**src/rtl/sevenseg_scan_driver.sv**
```systemverilog
// Multiplexed seven-segment scanner with per-frame snapshot, PWM brightness and selectable polarity.
// Optional leading-zero suppression is enabled by defining SEVENSEG_LEADING_ZERO_BLANK_EN.
module sevenseg_scan_driver #(
    parameter int CLOCK_FREQ         = 100000000,
    parameter int DIGITS             = 8,
    parameter int DWELL_US           = 1000,
    parameter int BRIGHT_BITS        = 4,
    parameter int ANODE_ACTIVE_LOW   = 1,
    parameter int CATHODE_ACTIVE_LOW = 1
) (
    input  logic                     clk,
    input  logic                     reset,
    input  logic [4*DIGITS-1:0]      display,
    input  logic [DIGITS-1:0]        digit_enable,
    input  logic [DIGITS-1:0]        dp_enable,
    input  logic [BRIGHT_BITS-1:0]   brightness,
    output logic [DIGITS-1:0]        ANODE,
    output logic [7:0]               CATHODE,
    output logic                     frame_done
);

    localparam int DWELL = CLOCK_FREQ / 1000000 * DWELL_US;
    localparam int SLICE = DWELL >> BRIGHT_BITS;
    localparam int SLOTS = 1 << BRIGHT_BITS;
    localparam int CNT_W = (DWELL > 1) ? $clog2(DWELL) : 1;
    localparam int IDX_W = (DIGITS > 1) ? $clog2(DIGITS) : 1;

    localparam bit ANODE_LOW = (ANODE_ACTIVE_LOW != 0);
    localparam bit CATH_LOW  = (CATHODE_ACTIVE_LOW != 0);
    localparam logic [DIGITS-1:0] ANODE_OFF   = {DIGITS{ANODE_LOW}};
    localparam logic [7:0]        CATHODE_OFF = {8{CATH_LOW}};

    typedef enum logic {
        LOAD,
        SCAN
    } scanState_e;

    scanState_e               state_q;
    logic [IDX_W-1:0]         idx_q;
    logic [CNT_W-1:0]         cnt_q;
    logic [4*DIGITS-1:0]      dispShadow_q;
    logic [DIGITS-1:0]        enShadow_q;
    logic [DIGITS-1:0]        dpShadow_q;
    logic [BRIGHT_BITS-1:0]   brightShadow_q;
    logic [DIGITS-1:0]        anode_q;
    logic [7:0]               cathode_q;
    logic                     frameDone_q;

    logic [DIGITS-1:0]        anode_d;
    logic [7:0]               cathode_d;
    logic [DIGITS-1:0]        lzMask;
    logic [3:0]               nibble;
    logic [DIGITS-1:0]        anodeOn;
    logic [7:0]               segsOn;
    logic                     litNow;
    int                       slotNum;

    function automatic logic [6:0] segFont(input logic [3:0] n);
        case (n)
            4'h0: segFont = 7'h3F;
            4'h1: segFont = 7'h06;
            4'h2: segFont = 7'h5B;
            4'h3: segFont = 7'h4F;
            4'h4: segFont = 7'h66;
            4'h5: segFont = 7'h6D;
            4'h6: segFont = 7'h7D;
            4'h7: segFont = 7'h07;
            4'h8: segFont = 7'h7F;
            4'h9: segFont = 7'h67;
            4'hA: segFont = 7'h77;
            4'hB: segFont = 7'h7C;
            4'hC: segFont = 7'h39;
            4'hD: segFont = 7'h5E;
            4'hE: segFont = 7'h79;
            default: segFont = 7'h71;
        endcase
    endfunction

`ifdef SEVENSEG_LEADING_ZERO_BLANK_EN
    logic lzBlanking;

    // Walk down from the top digit, blanking zeros until a nonzero nibble or a lit dp stops it.
    always_comb begin
        lzMask     = '1;
        lzBlanking = 1'b1;
        for (int i = DIGITS - 1; i >= 1; i--) begin
            if (lzBlanking && (display[4*i +: 4] == 4'h0) && !dp_enable[i]) begin
                lzMask[i] = 1'b0;
            end else begin
                lzBlanking = 1'b0;
            end
        end
    end
`else
    assign lzMask = '1;
`endif

    // Slot saturation keeps a DWELL that is not a multiple of 2**BRIGHT_BITS in the dark last slot.
    always_comb begin
        nibble  = dispShadow_q[{idx_q, 2'b00} +: 4];
        slotNum = int'(cnt_q) / SLICE;
        if (slotNum > SLOTS - 1) begin
            slotNum = SLOTS - 1;
        end
        litNow  = (state_q == SCAN) && (slotNum < int'(brightShadow_q)) && enShadow_q[idx_q];
        anodeOn = '0;
        segsOn  = '0;
        if (litNow) begin
            anodeOn[idx_q] = 1'b1;
            segsOn         = {dpShadow_q[idx_q], segFont(nibble)};
        end
        anode_d   = anodeOn ^ ANODE_OFF;
        cathode_d = segsOn ^ CATHODE_OFF;
    end

    always_ff @(posedge clk) begin
        if (reset) begin
            state_q        <= LOAD;
            idx_q          <= '0;
            cnt_q          <= '0;
            dispShadow_q   <= '0;
            enShadow_q     <= '0;
            dpShadow_q     <= '0;
            brightShadow_q <= '0;
            anode_q        <= ANODE_OFF;
            cathode_q      <= CATHODE_OFF;
            frameDone_q    <= 1'b0;
        end else begin
            anode_q     <= anode_d;
            cathode_q   <= cathode_d;
            frameDone_q <= 1'b0;
            case (state_q)
                LOAD: begin
                    dispShadow_q   <= display;
                    enShadow_q     <= digit_enable & lzMask;
                    dpShadow_q     <= dp_enable;
                    brightShadow_q <= brightness;
                    idx_q          <= '0;
                    cnt_q          <= '0;
                    state_q        <= SCAN;
                end
                default: begin
                    if (cnt_q == CNT_W'(DWELL - 1)) begin
                        cnt_q <= '0;
                        if (idx_q == IDX_W'(DIGITS - 1)) begin
                            state_q     <= LOAD;
                            frameDone_q <= 1'b1;
                        end else begin
                            idx_q <= idx_q + 1'b1;
                        end
                    end else begin
                        cnt_q <= cnt_q + 1'b1;
                    end
                end
            endcase
        end
    end

    assign ANODE      = anode_q;
    assign CATHODE    = cathode_q;
    assign frame_done = frameDone_q;

endmodule

```
**config.mk**
```make
export PLATFORM = sky130hd
export DESIGN_NAME = sevenseg_scan_driver
export DESIGN_NICKNAME = d
export VERILOG_FILES = /design/src/rtl/sevenseg_scan_driver.sv
export SDC_FILE = /design/constraint.sdc
export NUM_CORES = 1
export LEC_CHECK = 0
export ABC_AREA = 1
export BUFFER_PORTS_ARGS = -buffer_cell sky130_fd_sc_hd__buf_2
export CORE_ASPECT_RATIO = 1.2
export CORE_MARGIN = 1.5
export CORE_UTILIZATION = 33
export CTS_CLUSTER_DIAMETER = 40
export DETAILED_ROUTE_END_ITERATION = 10
export SKIP_CTS_REPAIR_TIMING = 1
export SLEW_MARGIN = 20
export SYNTH_ARGS = -nofsm -noshare
export SYNTH_HDL_FRONTEND = slang
export SYNTH_SLANG_ARGS = --single-unit
```
**constraint.sdc**
```tcl
create_clock -name clk -period 4.5 [get_ports clk]
set_input_delay 0.45 -clock clk [delete_from_list [all_inputs] [get_ports clk]]
set_output_delay 0.45 -clock clk [all_outputs]
set_load 0.05 [all_outputs]
```
After elaboration in Yosys (flattened, before gate mapping)
Memories as Yosys holds them, arrays and structs flattened.
Cells that the tools add are included.
{ "word_totals": {"register_bits": 90, "romBits": 112, "input_bits": 54, "mem_count": 1} }
{ "memory_table": {"columns": ["memory", "depth", "word_bits", "read_ports", "rd_ports_with_merged_regs", "write_ports", "line", "text"], "rows": [
  ["(no name shown)", 16, 7, 1, 0, 0, "59", "case (n)"]
]} }
{ "classes": {"add_sub_neg": 2, "div": 1, "n_lt_le_gt_ge": 4, "eq_ne": 2, "shift": 1, "n_mux": 13, "n_bitwise": 5, "reduce_logical": 7} }
{ "op_table": {"columns": ["op", "n"], "rows": [
  ["divider 18 x 14 -> 32 bit, second input constant", 1],
  ["> comparator 32 x 5 -> 1 bit, second input constant", 1],
  ["< comparator 32 x 5 -> 1 bit", 1],
  ["two-way mux 32 bit", 1],
  ["variable part select 32 x 6 -> 4 bit", 1],
  ["adder 17 x 1 -> 17 bit, second input constant", 1],
  ["== test 17 bit, second input constant", 1],
  ["two-way mux 8 bit", 2],
  ["inverter 8 bit", 2],
  ["two-way mux 1 bit", 7],
  ["binary-select mux 1 bit (select 3 bit)", 2],
  ["OR reduction 3 bit", 2],
  ["< comparator 3 x 4 -> 1 bit, second input constant", 1],
  ["adder 3 x 1 -> 3 bit, second input constant", 1],
  ["demux 1 bit (select 3 bit)", 1],
  ["== test 3 bit, second input constant", 1],
  [">= comparator 3 x 1 -> 1 bit, second input constant", 1],
  ["logical AND 1 bit", 3],
  ["inverter 1 bit", 3],
  ["AND reduction 2 bit", 1],
  ["OR reduction 2 bit", 1]
]} }

Longest topological paths before layout
{ "logic_depth": {"depth_word": 8, "mapped_depth": 43, "depth_no_buf": 41} }

Least setup slack after synthesis
No wires, ideal clock.
{ "synth_timing": {"kind": "register -> register", "startpoint": "reg cnt_q[11]", "endpoint": "reg anode_q[2] (netlist: ANODE[2])", "t_arrival_ns": 3.582, "required_ns": 4.357, "path_slack_ns": 0.775, "path_stages_with_launch": 35, "period_less_slack_ns": 3.725, "path_cell_list": "dfxtp_1 buf_6 nor2_2 nand3_2 nand2_4 nand2_4 o21ai_2 nand2_4 nand2_4 nand3_1 nand2_1 nand2_2 clkinv_2 nand3_1 nor2_1 nand3_2 nand2_2 buf_6 nand2_2 xor2_1 nor2_2 nand2_1 nand2_1 nand2_1 nand2_1 nand3_1 nor3_2 nand2_1 nand2_1 nand2_1 nand2_1 nand2_2 nand2_4 buf_6 nand4_1"} }
{ "synth_via": {"elab_chain_cells": 8} }
{ "synth_lines": {"columns": ["element", "line", "text"], "rows": [
  ["from (decl)", "40", "logic [CNT_W-1:0] cnt_q;"],
  ["from (signal assigned)", "152", "cnt_q <= cnt_q + 1'b1;"],
  ["divider 18 x 14 -> 32 bit *", "101", "slotNum = int'(cnt_q) / SLICE;"],
  ["> comparator 32 x 5 -> 1 bit", "102", "if (slotNum > SLOTS - 1) begin"],
  ["two-way mux 32 bit *", "102", null],
  ["< comparator 32 x 5 -> 1 bit *", "105", "litNow = (state_q == SCAN) && (slotNum < int'(brightShadow_q)) && enShadow_q[idx_q];"],
  ["logical AND 1 bit * (2 in series)", "105", null],
  ["two-way mux 8 bit *", "108", "if (litNow) begin"],
  ["inverter 8 bit (no source line) *", null, null],
  ["to (signal assigned)", "129", "anode_q <= anode_d;"],
  ["to (decl)", "45", "logic [DIGITS-1:0] anode_q;"]
]} }
Mark *: on every way between the ends. The rest lies on a longest branch, timed or not.
A chain may end at the register's enable or synchronous reset.

Final worst setup path
{ "layout_timing": {"startpoint": "reg cnt_q[14]", "endpoint": "reg anode_q[3] (netlist: ANODE[3])"} }
The elaborated chain is that of the path after synthesis.

==> impl_results.html <==
<table>
<tr><th>Metric</th><th>Value</th></tr>
<tr><th colspan="2">Critical path</th></tr>
<tr><td>Peak per-stage delay on the critical path</td><td>0.36 ns</td></tr>
<tr><td>Crit Reg-Reg Endpoint</td><td>ANODE[3]</td></tr>
<tr><td>Type of element launching the critical path</td><td>register</td></tr>
<tr><td>Cell with the largest stage delay on the worst path</td><td>sky130_fd_sc_hd__dfxtp_2</td></tr>
<tr><td>Cell with the most instances on the worst path</td><td>sky130_fd_sc_hd__nand2_1</td></tr>
<tr><td>Maximum fanout along the worst path</td><td>16</td></tr>
<tr><td>Setup crit start</td><td>cnt_q[14]</td></tr>
<tr><td>Required time of the critical path</td><td>4.68 ns</td></tr>
<tr><td>Worst flop-to-flop path startpoint</td><td>cnt_q[14]</td></tr>
<tr><td>Arrival time worst endpoint</td><td>4.28 ns</td></tr>
<tr><td>Depth of the worst register-to-register path</td><td>33</td></tr>
<tr><td>Type of element capturing the critical path</td><td>register</td></tr>
<tr><td>Register-to-register setup slack</td><td>0.40 ns</td></tr>
<tr><td>Worst Setup Path Type</td><td>reg2reg</td></tr>
<tr><th colspan="2">Yosys</th></tr>
<tr><td>Synth area leader</td><td>sky130_fd_sc_hd__dfxtp_1</td></tr>
<tr><td>Seq cells post-synth</td><td>90</td></tr>
<tr><td>Netlist area before placement</td><td>5580 µm²</td></tr>
<tr><td>Count of distinct cell types in the synthesized netlist</td><td>47</td></tr>
<tr><td>Async SR Flop Fraction</td><td>0</td></tr>
<tr><td>Leading cell type by number of instances after synthesis</td><td>sky130_fd_sc_hd__nand2_1</td></tr>
<tr><td>Top cell types by occurrence after synthesis</td><td>sky130_fd_sc_hd__nand2_1 (182), sky130_fd_sc_hd__nor2_1 (158), sky130_fd_sc_hd__inv_1 (92)</td></tr>
<tr><td>Part of the Yosys area used for sequential elements</td><td>0.323</td></tr>
<tr><td>Post-synth EDFFs</td><td>0</td></tr>
<tr><td>Syn Inst Count</td><td>869</td></tr>
<tr><td>Yosys warning count</td><td>0</td></tr>
<tr><td>Dominant synthesized flop cell</td><td>sky130_fd_sc_hd__dfxtp_1</td></tr>
<tr><td>Leading cell types by total area after synthesis</td><td>sky130_fd_sc_hd__dfxtp_1 (32%), sky130_fd_sc_hd__nand2_1 (12%), sky130_fd_sc_hd__nor2_1 (11%)</td></tr>
<tr><td>Synthesized netlist net count</td><td>935</td></tr>
<tr><td>Top-area cell type share of the netlist area</td><td>0.323</td></tr>
<tr><td>Average cell area after synthesis</td><td>6.42 µm²</td></tr>
<tr><th colspan="2">Floorplan</th></tr>
<tr><td>Starting density of the core</td><td>0.340</td></tr>
<tr><td>Floorplan die area</td><td>17,700 µm²</td></tr>
<tr><td>Floorplan die height</td><td>145 µm</td></tr>
<tr><td>Chip width</td><td>122 µm</td></tr>
<tr><td>I/O Pins</td><td>71</td></tr>
<tr><td>Standard-cell rows</td><td>51</td></tr>
<tr><td>Placeable core region</td><td>16,400 µm²</td></tr>
<tr><th colspan="2">Global route</th></tr>
<tr><td>Wire length of the first global-routing pass</td><td>24.0 mm</td></tr>
<tr><td>Vias in the first global route</td><td>5,243</td></tr>
<tr><td>Maximum number of pins on one net before global-route repair</td><td>67</td></tr>
<tr><td>Number of antenna violations at the first check in global routing</td><td>0</td></tr>
<tr><td>Tot GR Track Use</td><td>0.166</td></tr>
<tr><td>Overflow left after global routing</td><td>0</td></tr>
<tr><th colspan="2">STA</th></tr>
<tr><td>Final critical path time including I/O delays and setup</td><td>4.10 ns</td></tr>
<tr><td>Clock skew</td><td>0.0116 ns</td></tr>
<tr><td>Post-route worst setup slack</td><td>0.398 ns</td></tr>
<tr><td>Number of hold violations in the final report</td><td>0</td></tr>
<tr><td>Number of endpoints failing setup at the final stage</td><td>0</td></tr>
<tr><td>Number of pins exceeding their max-slew limit in the final report</td><td>0</td></tr>
<tr><td>Crit share post-route</td><td>0.912</td></tr>
<tr><td>Setup TNS</td><td>0 ns</td></tr>
<tr><td>Achievable clock frequency</td><td>0.244 GHz</td></tr>
<tr><td>Worst-margin pin slew</td><td>0.822 ns</td></tr>
<tr><td>Slew margin rel.</td><td>0.450</td></tr>
<tr><th colspan="2">Min path</th></tr>
<tr><td>Kind of path behind the tightest hold check</td><td>in2reg</td></tr>
<tr><td>Worst hold path stage count</td><td>3</td></tr>
<tr><td>Worst hold endpoint</td><td>dispShadow_q[12]</td></tr>
<tr><td>Beginning of the worst hold path</td><td>display[12]</td></tr>
<tr><th colspan="2">Route</th></tr>
<tr><td>Remaining antenna violation count</td><td>0</td></tr>
<tr><td>Total via count after detailed routing</td><td>5,579</td></tr>
<tr><td>Number of iterations in the first detailed-routing pass</td><td>4</td></tr>
<tr><td>Number of vias per cell after detailed routing</td><td>4.83</td></tr>
<tr><td>WL final</td><td>14.8 mm</td></tr>
<tr><td>DRC violations left</td><td>0</td></tr>
<tr><td>Drt first-iter violations</td><td>310</td></tr>
<tr><td>Routed length per placed instance</td><td>12.8 µm</td></tr>
<tr><th colspan="2">Clock network</th></tr>
<tr><td>CTS buffer count</td><td>9</td></tr>
<tr><td>CTS max path bufs</td><td>2</td></tr>
<tr><td>Worst-Skew Late Latency</td><td>0.34 ns</td></tr>
<tr><td>Clock tree from TritonCTS</td><td>built</td></tr>
<tr><td>Number of levels the H-tree was split into</td><td>3</td></tr>
<tr><td>Buffer type at the clock tree root</td><td>sky130_fd_sc_hd__clkbuf_16</td></tr>
<tr><td>Clock transition at the registers of the reported paths</td><td>0.07 ns</td></tr>
<tr><td>Sinks on the clock net</td><td>90</td></tr>
<tr><th colspan="2">Status</th></tr>
<tr><td>Result of the run</td><td>complete, no violations</td></tr>
<tr><th colspan="2">Place</th></tr>
<tr><td>IO Port Bufs</td><td>70</td></tr>
<tr><td>Pre-CTS worst setup slack</td><td>0.0902 ns</td></tr>
<tr><td>Weighted congestion reported at the end of routability-driven placement</td><td>0.883</td></tr>
<tr><td>Estimated wirelength of the detail-placed design</td><td>11.3 mm</td></tr>
<tr><td>Total instance count after detailed placement</td><td>1,131</td></tr>
<tr><th colspan="2">Final layout</th></tr>
<tr><td>Number of diodes</td><td>0</td></tr>
<tr><td>Share of layout cells above drive strength 1</td><td>0.210</td></tr>
<tr><td>Fin util</td><td>0.406</td></tr>
<tr><td>Final Non-Filler Cells</td><td>1,156</td></tr>
<tr><td>Number of nets in the finished design</td><td>1,005</td></tr>
<tr><td>Area growth from synthesis to final layout</td><td>19.5%</td></tr>
<tr><th colspan="2">Flow run</th></tr>
<tr><td>Max-cap violation count</td><td>0</td></tr>
<tr><th colspan="2">Power and ir drop</th></tr>
<tr><td>Maximum ir drop on the vdd rail</td><td>0.000157 V</td></tr>
<tr><td>Leakage dissipation</td><td>3.25 nW</td></tr>
<tr><td>Pwr/cell area</td><td>266 nW/µm²</td></tr>
</table>
cell families (layout without fill, tap and decap cells):
kind of cell / after synthesis / after routing / synth area share
XOR/XNOR: 9 / 9 / 0.0141
flip-flops: 90 / 90 / 0.323
adder cells (fa/ha/maj): 12 / 12 / 0.0269
AND/OR/NAND/NOR: 487 / 489 / 0.402
buffers and inverters: 131 / 204 / 0.0926
AO/OA/AOI/OAI: 140 / 140 / 0.142
power breakdown:
part / total [mW] / leakage (nW) / switching (mW) / internal (mW)
combinational: 0.155 / 2.36 / 0.0975 / 0.0575
sequential: 0.846 / 0.747 / 0.0157 / 0.830
clock: 0.774 / 0.145 / 0.333 / 0.440
critical path, delay by kind of cell (launching register included):
family	cells	cell delay [ns]
AND/OR/NAND/NOR	30	3.07
XOR/XNOR	1	0.30
flip-flops	1	0.36
buffers and inverters	2	0.20
through the flow:
step	hold slack (ns)	total power, mW	instance area, µm²
6_report	0.338	1.77	6670
5_1_grt	0.340	1.85	6670
4_1_cts	0.333	1.79	6430
2_1_floorplan	0.417	0.967	5580
3_5_place_dp	0.443	1.02	6120
3_3_place_gp	0.433	1.02	6120
worst max path at each step:
stage | endpoint | slack (ns) | cells after the start
after floorplan | ANODE[2] | 0.77 | 34
after global placement | ANODE[3] | 0.12 | 33
after detailed placement | ANODE[3] | 0.09 | 35
after CTS | ANODE[3] | 0.04 | 35
after global routing | ANODE[3] | -0.02 | 34
final | ANODE[3] | 0.40 | 33
sequential cells by signal, indices dropped and copies added, names as in the netlist:
register,cells
cnt_q,17
brightShadow_q,4
state_q,1
idx_q,3
enShadow_q,8
frame_done,1
ANODE,8
dpShadow_q,8
dispShadow_q,32
CATHODE,8
layout make-up:
type / instances / area [µm²]
multi-input cells: 650 / 3420
well taps: 212 / 265
fillers: 1784 / 9730
flip-flops and latches: 90 / 1820
repair buffers: 84 / 455
clock inverters: 7 / 82.6
inverters: 104 / 394
clock buffers: 9 / 225
cells in the final DEF (no fill, tap or decap), types with 3 or more instances in the layout:
master                      count
sky130_fd_sc_hd__xor2_1         8
sky130_fd_sc_hd__o211ai_1       5
sky130_fd_sc_hd__nor2_1       146
sky130_fd_sc_hd__o22ai_1        3
sky130_fd_sc_hd__dfxtp_1       78
sky130_fd_sc_hd__nand2_2       22
sky130_fd_sc_hd__ha_1          12
sky130_fd_sc_hd__nand4_1       19
sky130_fd_sc_hd__buf_2         70
sky130_fd_sc_hd__nand2_1      175
sky130_fd_sc_hd__nand2_8        3
sky130_fd_sc_hd__a211oi_1       3
sky130_fd_sc_hd__nand3_4        3
sky130_fd_sc_hd__nand2_4       12
sky130_fd_sc_hd__nor3b_1        3
sky130_fd_sc_hd__clkbuf_16      9
sky130_fd_sc_hd__nand3_2        7
sky130_fd_sc_hd__nor4_1         6
sky130_fd_sc_hd__o21ai_0       73
sky130_fd_sc_hd__buf_4         14
sky130_fd_sc_hd__inv_1         90
sky130_fd_sc_hd__nor2_4         7
sky130_fd_sc_hd__dfxtp_2       10
sky130_fd_sc_hd__nand3_1       58
sky130_fd_sc_hd__a21oi_1       33
sky130_fd_sc_hd__inv_2          9
sky130_fd_sc_hd__nor3_1         9
sky130_fd_sc_hd__nor2_2        14
sky130_fd_sc_hd__inv_6          3
sky130_fd_sc_hd__clkinv_1       3
routing by layer:
metal	vias up	routed length [µm]	GRT usage
li1	2962	-	-
met1	2499	6480	0.199
met2	96	7450	0.295
met3	22	439	0.0243
met4	0	389	0.0635
met5	-	0	0
Note: power is estimated with default switching activity, not from simulation.
